`src/rtl/mips_control_if.sv`:
```
// Decode bus between instruction decode and the main control unit:
// opcode/function field in, datapath steering signals out.
interface mips_control_if;
    logic [5:0] op;
    logic [5:0] funct;
    logic       reg_dest;
    logic       branch;
    logic       mem_read;
    logic       mem_to_reg;
    logic       mem_write;
    logic       alu_src;
    logic       reg_write;
    logic [3:0] alu_ctrl;

    // Instruction source: drives op/funct, consumes control outputs
    modport master (
        output op,
        output funct,
        input  reg_dest,
        input  branch,
        input  mem_read,
        input  mem_to_reg,
        input  mem_write,
        input  alu_src,
        input  reg_write,
        input  alu_ctrl
    );

    // Control unit: consumes op/funct, drives control outputs
    modport slave (
        input  op,
        input  funct,
        output reg_dest,
        output branch,
        output mem_read,
        output mem_to_reg,
        output mem_write,
        output alu_src,
        output reg_write,
        output alu_ctrl
    );
endinterface

```
`src/rtl/mips_control.sv`:
```
// Main decode/control unit for the single-cycle MIPS datapath.
// Decodes op/funct combinationally and registers every control output,
// so the datapath sees the decode of the instruction sampled one edge earlier.
// Unsupported opcodes and unsupported R-type functions decode to all zeros.
module mips_control (
    input  logic          clk,
    input  logic          rst,
    mips_control_if.slave ctrl
);

    localparam logic [5:0] OP_RTYPE = 6'b000000;
    localparam logic [5:0] OP_LW    = 6'b100011;
    localparam logic [5:0] OP_SW    = 6'b101011;
    localparam logic [5:0] OP_BEQ   = 6'b000100;
    localparam logic [5:0] OP_ADDI  = 6'b001000;
    localparam logic [5:0] OP_ANDI  = 6'b001100;
    localparam logic [5:0] OP_ORI   = 6'b001101;
    localparam logic [5:0] OP_SLTI  = 6'b001010;

    localparam logic [5:0] FN_ADD   = 6'b100000;
    localparam logic [5:0] FN_SUB   = 6'b100010;
    localparam logic [5:0] FN_AND   = 6'b100100;
    localparam logic [5:0] FN_OR    = 6'b100101;
    localparam logic [5:0] FN_SLT   = 6'b101010;
    localparam logic [5:0] FN_NOR   = 6'b100111;

    localparam logic [3:0] ALU_AND  = 4'b0000;
    localparam logic [3:0] ALU_OR   = 4'b0001;
    localparam logic [3:0] ALU_ADD  = 4'b0010;
    localparam logic [3:0] ALU_SUB  = 4'b0110;
    localparam logic [3:0] ALU_SLT  = 4'b0111;
    localparam logic [3:0] ALU_NOR  = 4'b1100;

    // Maps an R-type function field to {supported, alu code}
    function automatic logic [4:0] rtype_alu(input logic [5:0] funct);
        logic [4:0] res;
        case (funct)
            FN_ADD:  res = {1'b1, ALU_ADD};
            FN_SUB:  res = {1'b1, ALU_SUB};
            FN_AND:  res = {1'b1, ALU_AND};
            FN_OR:   res = {1'b1, ALU_OR};
            FN_SLT:  res = {1'b1, ALU_SLT};
            FN_NOR:  res = {1'b1, ALU_NOR};
            default: res = {1'b0, ALU_AND};
        endcase
        return res;
    endfunction

    logic       reg_dest_s;
    logic       branch_s;
    logic       mem_read_s;
    logic       mem_to_reg_s;
    logic       mem_write_s;
    logic       alu_src_s;
    logic       reg_write_s;
    logic [3:0] alu_ctrl_s;
    logic       funct_ok_s;
    logic [3:0] funct_alu_s;

    logic       reg_dest_r;
    logic       branch_r;
    logic       mem_read_r;
    logic       mem_to_reg_r;
    logic       mem_write_r;
    logic       alu_src_r;
    logic       reg_write_r;
    logic [3:0] alu_ctrl_r;

    // Combinational decode of the current op/funct into next control values
    always_comb begin
        reg_dest_s   = 1'b0;
        branch_s     = 1'b0;
        mem_read_s   = 1'b0;
        mem_to_reg_s = 1'b0;
        mem_write_s  = 1'b0;
        alu_src_s    = 1'b0;
        reg_write_s  = 1'b0;
        alu_ctrl_s   = ALU_AND;
        {funct_ok_s, funct_alu_s} = rtype_alu(ctrl.funct);
        case (ctrl.op)
            OP_RTYPE: begin
                if (funct_ok_s) begin
                    reg_dest_s  = 1'b1;
                    reg_write_s = 1'b1;
                    alu_ctrl_s  = funct_alu_s;
                end else begin
                    // unknown function: behave as a NOP
                    alu_ctrl_s  = ALU_AND;
                end
            end
            OP_LW: begin
                mem_read_s   = 1'b1;
                mem_to_reg_s = 1'b1;
                alu_src_s    = 1'b1;
                reg_write_s  = 1'b1;
                alu_ctrl_s   = ALU_ADD;
            end
            OP_SW: begin
                mem_write_s  = 1'b1;
                alu_src_s    = 1'b1;
                alu_ctrl_s   = ALU_ADD;
            end
            OP_BEQ: begin
                branch_s     = 1'b1;
                alu_ctrl_s   = ALU_SUB;
            end
            OP_ADDI: begin
                alu_src_s    = 1'b1;
                reg_write_s  = 1'b1;
                alu_ctrl_s   = ALU_ADD;
            end
            OP_ANDI: begin
                alu_src_s    = 1'b1;
                reg_write_s  = 1'b1;
                alu_ctrl_s   = ALU_AND;
            end
            OP_ORI: begin
                alu_src_s    = 1'b1;
                reg_write_s  = 1'b1;
                alu_ctrl_s   = ALU_OR;
            end
            OP_SLTI: begin
                alu_src_s    = 1'b1;
                reg_write_s  = 1'b1;
                alu_ctrl_s   = ALU_SLT;
            end
            default: begin
                alu_ctrl_s   = ALU_AND;
            end
        endcase
    end

    // Output registers: reset clears everything, otherwise capture the decode
    always_ff @(posedge clk) begin
        if (rst) begin
            reg_dest_r   <= 1'b0;
            branch_r     <= 1'b0;
            mem_read_r   <= 1'b0;
            mem_to_reg_r <= 1'b0;
            mem_write_r  <= 1'b0;
            alu_src_r    <= 1'b0;
            reg_write_r  <= 1'b0;
            alu_ctrl_r   <= 4'b0000;
        end else begin
            reg_dest_r   <= reg_dest_s;
            branch_r     <= branch_s;
            mem_read_r   <= mem_read_s;
            mem_to_reg_r <= mem_to_reg_s;
            mem_write_r  <= mem_write_s;
            alu_src_r    <= alu_src_s;
            reg_write_r  <= reg_write_s;
            alu_ctrl_r   <= alu_ctrl_s;
        end
    end

    assign ctrl.reg_dest   = reg_dest_r;
    assign ctrl.branch     = branch_r;
    assign ctrl.mem_read   = mem_read_r;
    assign ctrl.mem_to_reg = mem_to_reg_r;
    assign ctrl.mem_write  = mem_write_r;
    assign ctrl.alu_src    = alu_src_r;
    assign ctrl.reg_write  = reg_write_r;
    assign ctrl.alu_ctrl   = alu_ctrl_r;

endmodule

```
`src/flat_wrapper.sv`:
```
// flat-port wrapper written by rule: the top's interface ports become plain ports
module mips_control_flat 
  (clk, rst, ctrl_op, ctrl_funct, ctrl_reg_dest, ctrl_branch, ctrl_mem_read, ctrl_mem_to_reg, ctrl_mem_write, ctrl_alu_src, ctrl_reg_write, ctrl_alu_ctrl);
  mips_control_if ctrl_i ();
  input  logic clk;
  input  logic rst;
  input wire logic [$bits(ctrl_i.op)-1:0] ctrl_op;
  input wire logic [$bits(ctrl_i.funct)-1:0] ctrl_funct;
  output wire logic [$bits(ctrl_i.reg_dest)-1:0] ctrl_reg_dest;
  output wire logic [$bits(ctrl_i.branch)-1:0] ctrl_branch;
  output wire logic [$bits(ctrl_i.mem_read)-1:0] ctrl_mem_read;
  output wire logic [$bits(ctrl_i.mem_to_reg)-1:0] ctrl_mem_to_reg;
  output wire logic [$bits(ctrl_i.mem_write)-1:0] ctrl_mem_write;
  output wire logic [$bits(ctrl_i.alu_src)-1:0] ctrl_alu_src;
  output wire logic [$bits(ctrl_i.reg_write)-1:0] ctrl_reg_write;
  output wire logic [$bits(ctrl_i.alu_ctrl)-1:0] ctrl_alu_ctrl;
  assign ctrl_i.op = ctrl_op;
  assign ctrl_i.funct = ctrl_funct;
  assign ctrl_reg_dest = ctrl_i.reg_dest;
  assign ctrl_branch = ctrl_i.branch;
  assign ctrl_mem_read = ctrl_i.mem_read;
  assign ctrl_mem_to_reg = ctrl_i.mem_to_reg;
  assign ctrl_mem_write = ctrl_i.mem_write;
  assign ctrl_alu_src = ctrl_i.alu_src;
  assign ctrl_reg_write = ctrl_i.reg_write;
  assign ctrl_alu_ctrl = ctrl_i.alu_ctrl;
  mips_control u_core (.clk(clk), .rst(rst), .ctrl(ctrl_i));
endmodule
```
`config.mk`:
```
export PLATFORM = sky130hd
export DESIGN_NAME = mips_control_flat
export DESIGN_NICKNAME = d
export VERILOG_FILES = /design/src/rtl/mips_control_if.sv /design/src/rtl/mips_control.sv /design/src/flat_wrapper.sv
export SDC_FILE = /design/constraint.sdc
export NUM_CORES = 1
export LEC_CHECK = 0
export CAP_MARGIN = 10
export CORE_MARGIN = 3
export CORE_UTILIZATION = 40
export DETAILED_ROUTE_END_ITERATION = 8
export HOLD_SLACK_MARGIN = 0.15
export PLACE_DENSITY = 0.76
export RECOVER_POWER = 100
export SLEW_MARGIN = 10
export SYNTH_ARGS = -nofsm -noshare
export SYNTH_HDL_FRONTEND = slang
export SYNTH_SLANG_ARGS = --single-unit
```
`constraint.sdc`:
```
create_clock -name clk -period 1.5 [get_ports clk]
set_clock_uncertainty 0.05 [all_clocks]
set_input_delay 0.3 -clock clk [delete_from_list [all_inputs] [get_ports clk]]
set_output_delay 0.3 -clock clk [all_outputs]
set_load 0.02 [all_outputs]
```
# Word-level counts from Yosys, hierarchy flattened
# Index checks and enable logic that the tools add are counted.
# word_totals
reg_bits,10
elab_cells,35
# op_classes
n_eq_ne,13
n_mux,9
n_bitwise,1
reduce_logical,5
# op_table
cell,count
$eq 6x6->1 const B,8
$pmux 5 s6,1
$eq 6x4->1 const B,4
$pmux 4 s5,1
$eq 6x3->1 const B,1
$logic_not 6->1,1
$reduce_or 6->1,1
$mux 1,5
$reduce_or 5->1,1
$mux 4,1
$reduce_or 3->1,1
$pmux 1 s2,1
$reduce_or 2->1,1
$not 1->1,1

# Logic depth before layout (Yosys ltp)
# depth
depth_word,4
ltp_mapped,5
depth_no_buf,4

# Least setup slack after synthesis
# No wires, ideal clock.
# synth_timing
kind,input port to flip-flop
startpoint,input ctrl_op[1]
endpoint,"register u_core.alu_src_r, in the netlist u_core.ctrl.alu_src"
setup_time_ns,0.073
arrival_time_ns,1.065
path_slack_ns,0.312
cell_stages,5
n_path_buf,1
cell_sequence,buf_6 mux2_2 nor3b_2 nand2b_1 nor3b_2
# synth_between
elab_chain_len,3
# synth_lines
item,line_no,text
from (decl),flat_wrapper.sv:7,input wire logic [$bits(ctrl_i.op)-1:0] ctrl_op;
$eq 6x4->1 or $eq 6x6->1 (tied branches),mips_control.sv:80,case (ctrl.op)
$reduce_or 6->1 (no line) (*),--,
$mux 1 (*),mips_control.sv:80,
to (signal assigned),mips_control.sv:150,alu_src_r <= alu_src_s;
to (decl),mips_control.sv:65,logic alu_src_r;
# Mark *: on every way between the ends. The rest lies on a longest branch, timed or not.
# A chain may end at the register's enable or synchronous reset.

# Worst setup path after layout
# layout_timing
startpoint,input ctrl_op[5]
endpoint,"register u_core.reg_write_r, in the netlist u_core.ctrl.reg_write"
# layout_between
elab_chain_len,3
# layout_lines
item,line_no,text
$eq 6x4->1 or $eq 6x6->1 (tied branches),mips_control.sv:80,
$reduce_or 5->1 (no line),--,
$pmux 1 s2 (*),mips_control.sv:80,
to (signal assigned),mips_control.sv:151,reg_write_r <= reg_write_s;
to (decl),mips_control.sv:66,logic reg_write_r;
# Marked as above.

==> results_dict.tcl <==
set metrics [dict create \
    cts_tree "done" \
    synth_nets 83 \
    min_path_cells 3 \
    ys_types 34 \
    required_ns 1.64 \
    diodes 0 \
    netlist_area_um2 602 \
    ys_warn_count 0 \
    ant_nets 0 \
    hold_class "input pin to flop" \
    crit_fanout 5 \
    drv_cap 0 \
    post_cts_buffers 0 \
    drc 0 \
    start_util_pct 44.6 \
    finalCriticalPeriod_ns 1.38 \
    routabilityCongestion 0.783 \
    final_design_area_no_fill_um2 943 \
    synth_area_leader_cell "dfxtp_1" \
    die_x_um 44.8 \
    irDropWorstVdd_mv 0.355 \
    synth_top_area_share_pct 33.3 \
    clk_path_buf_depth 2 \
    grt_use_total_pct 14.7 \
    timing.final.crit_share_pct 91.8 \
    critPathArrivalTime_ns 1.52 \
    synth.most_common_cell "dfxtp_1" \
    p_leak_nw 0.440 \
    yosysSeqAreaShare_pct 33.3 \
    hp-start "ctrl_op[2]" \
    p_per_area_nw_per_um2 673 \
    crit_path_end_kind "flop" \
    synth-seq-cells 10 \
    synthCells 69 \
    drive_above_1_share_pct 21.9 \
    clock-sinks 10 \
    std_cell_rows 13 \
    syn2layout_area_growth_pct 56.8 \
    tns_ns 0 \
    combPwrFrac_pct 21.4 \
    path_clk_slew_ns 0.06 \
    tightest_slew_ns 0.302 \
    async_flop_share_pct 0 \
    grt_setup_unrepaired "false" \
    antenna_found_initial 0 \
    worstSetupStartpointType "input pin" \
    synth-edff-count 0 \
    synthFlopType "dfxtp_1" \
    total_power_w 0.000635 \
    switchingPower_w 0.000144 \
    maxSlewViolCount 0 \
    coreArea_um2 1350 \
    dr.pass1.iters 4 \
    holdPathEnd "u_core.ctrl.mem_read" \
    outcome "finished clean" \
    portBuffers 24 \
    cts-root-buf "clkbuf_4" \
    htreeDepth 1 \
    avgSynthCellArea_um2 8.72 \
    grt-ovfl-total 0 \
    drt_iter0_drc 13 \
    totalWireLength_um 1460 \
    wl_per_cell_um 12.2 \
    grt_max_degree 10 \
    dieArea_um2 2010 \
    power.internal_w 0.000491 \
    grt_pass1_wl_um 2240 \
    dpl_cell_area_um2 920 \
    dpl.hpwl_um 1190 \
    switching_share_pct 22.6 \
    die_y_um 44.8 \
    synth_area_leaders "dfxtp_1 (33%), nor3b_2 (6.2%), nand3b_1 (5.0%)" \
    slew_headroom_pct 79.8 \
    ioPinCount 25 \
    critPathKind "input pin to flop" \
    setup_viol 0 \
    hold_viol 0 \
    ys_top_cells_by_count "dfxtp_1 (10), nor2_1 (7), a21oi_1 (4), nand3_1 (4), nand3b_1 (4)" \
    crit_start "ctrl_op[5]" \
    fmax_mhz 727 \
    routed-via-count 642 \
    grt_pass1_vias 527 \
    avgViaCountPerCell 5.35 \
    fin_nets 120 \
    p_clk_share_pct 36.3 \
    cts_inserted_buffers 3 \
    p_seq_share_pct 42.3 \
]
[cell type report]
class	instances	area, µm²
Clock buffer	4	36.3
Inverter	1	3.75
Timing Repair Buffer	38	339
Sequential cell	10	200
Fill cell	120	407
Tap cell	15	18.8
Multi-Input combinational cell	52	345
[routing by layer]
layer	global-route usage [%]	routed length (µm)	up-vias
li1	-	-	323
met1	19.2	665	295
met2	24.4	688	22
met3	3.59	100	2
met4	3.51	6	0
met5	0	0	-
[cells in the final DEF (no fill, tap or decap), drive strengths merged, types with 2 or more instances in the layout]
| master | count |
|---|---|
| a21oi | 4 |
| a31oi | 2 |
| buf | 12 |
| clkbuf | 6 |
| clkdlybuf4s50 | 9 |
| dfxtp | 10 |
| dlygate4sd2 | 11 |
| dlymetal6s2s | 4 |
| nand2 | 3 |
| nand2b | 3 |
| nand3 | 4 |
| nand3b | 4 |
| nor2 | 7 |
| nor3b | 5 |
| nor4b | 2 |
| o21ai | 2 |
[flip-flops by register name, indices dropped and copies added, names as in the netlist]
| register | cells |
|---|---|
| u_core.ctrl.alu_ctrl | 4 |
| u_core.ctrl.reg_dest | 1 |
| u_core.ctrl.branch | 1 |
| u_core.ctrl.mem_write | 1 |
| u_core.ctrl.reg_write | 1 |
| u_core.ctrl.alu_src | 1 |
| u_core.ctrl.mem_read | 1 |
[how the worst max path moves through the flow]
stage	cells past startpoint	endpoint
final	6	u_core.ctrl.reg_write
after global routing	4	u_core.ctrl.mem_write
after CTS	5	u_core.ctrl.alu_src
after detailed placement	6	u_core.ctrl.alu_ctrl[1]
after global placement	5	u_core.ctrl.alu_src
after floorplan	5	u_core.ctrl.alu_src
[repair_timing]
| item | in CTS | in global routing |
|---|---|---|
| hold buffers | 0 | 0 |
| resized for setup | 11 | 5 |
| pin swaps | 0 | 1 |
| endpoints found under the setup margin | 11 | 6 |
[logic make-up (layout without fill, tap and decap cells)]
group | after synthesis | count (layout) | synth area share [%]
compound gates | 14 | 14 | 15.2
buf+inv | 7 | 43 | 8.31
flops | 10 | 10 | 33.3
mux | 2 | 2 | 3.53
simple gates | 36 | 36 | 39.7
[metrics by stage]
| stage | hold slack (ns) | setup slack (ns) | cells | util [%] |
|---|---|---|---|---|
| CTS | 0.704 | 0.00704 | 120 | 69.8 |
| global placement | 0.957 | -0.251 | 116 | 68.1 |
| detailed placement | 0.972 | -0.256 | 116 | 68.1 |
| floorplan | 0.320 | 0.312 | 69 | - |
| finish | 0.487 | 0.124 | 120 | 69.9 |
| global route | 0.516 | 0.0717 | 120 | 69.9 |
[critical path, stage by stage]
cell,delay (ns)
clkdlybuf4s50_1,0.48
clkbuf_2,0.16
nand4b_1,0.22
nor2_1,0.15
o21bai_1,0.08
a21oi_1,0.13
[power by group through the flow]
stage	logic (W)	registers, W	clock network, W
after floorplan	0.0000620	0.000277	0
after global placement	0.000138	0.000274	0
after detailed placement	0.000140	0.000274	0
after CTS	0.000139	0.000268	0.000235
after global routing	0.000148	0.000268	0.000252
final	0.000136	0.000268	0.000231
(Power assumes the default switching activity.)
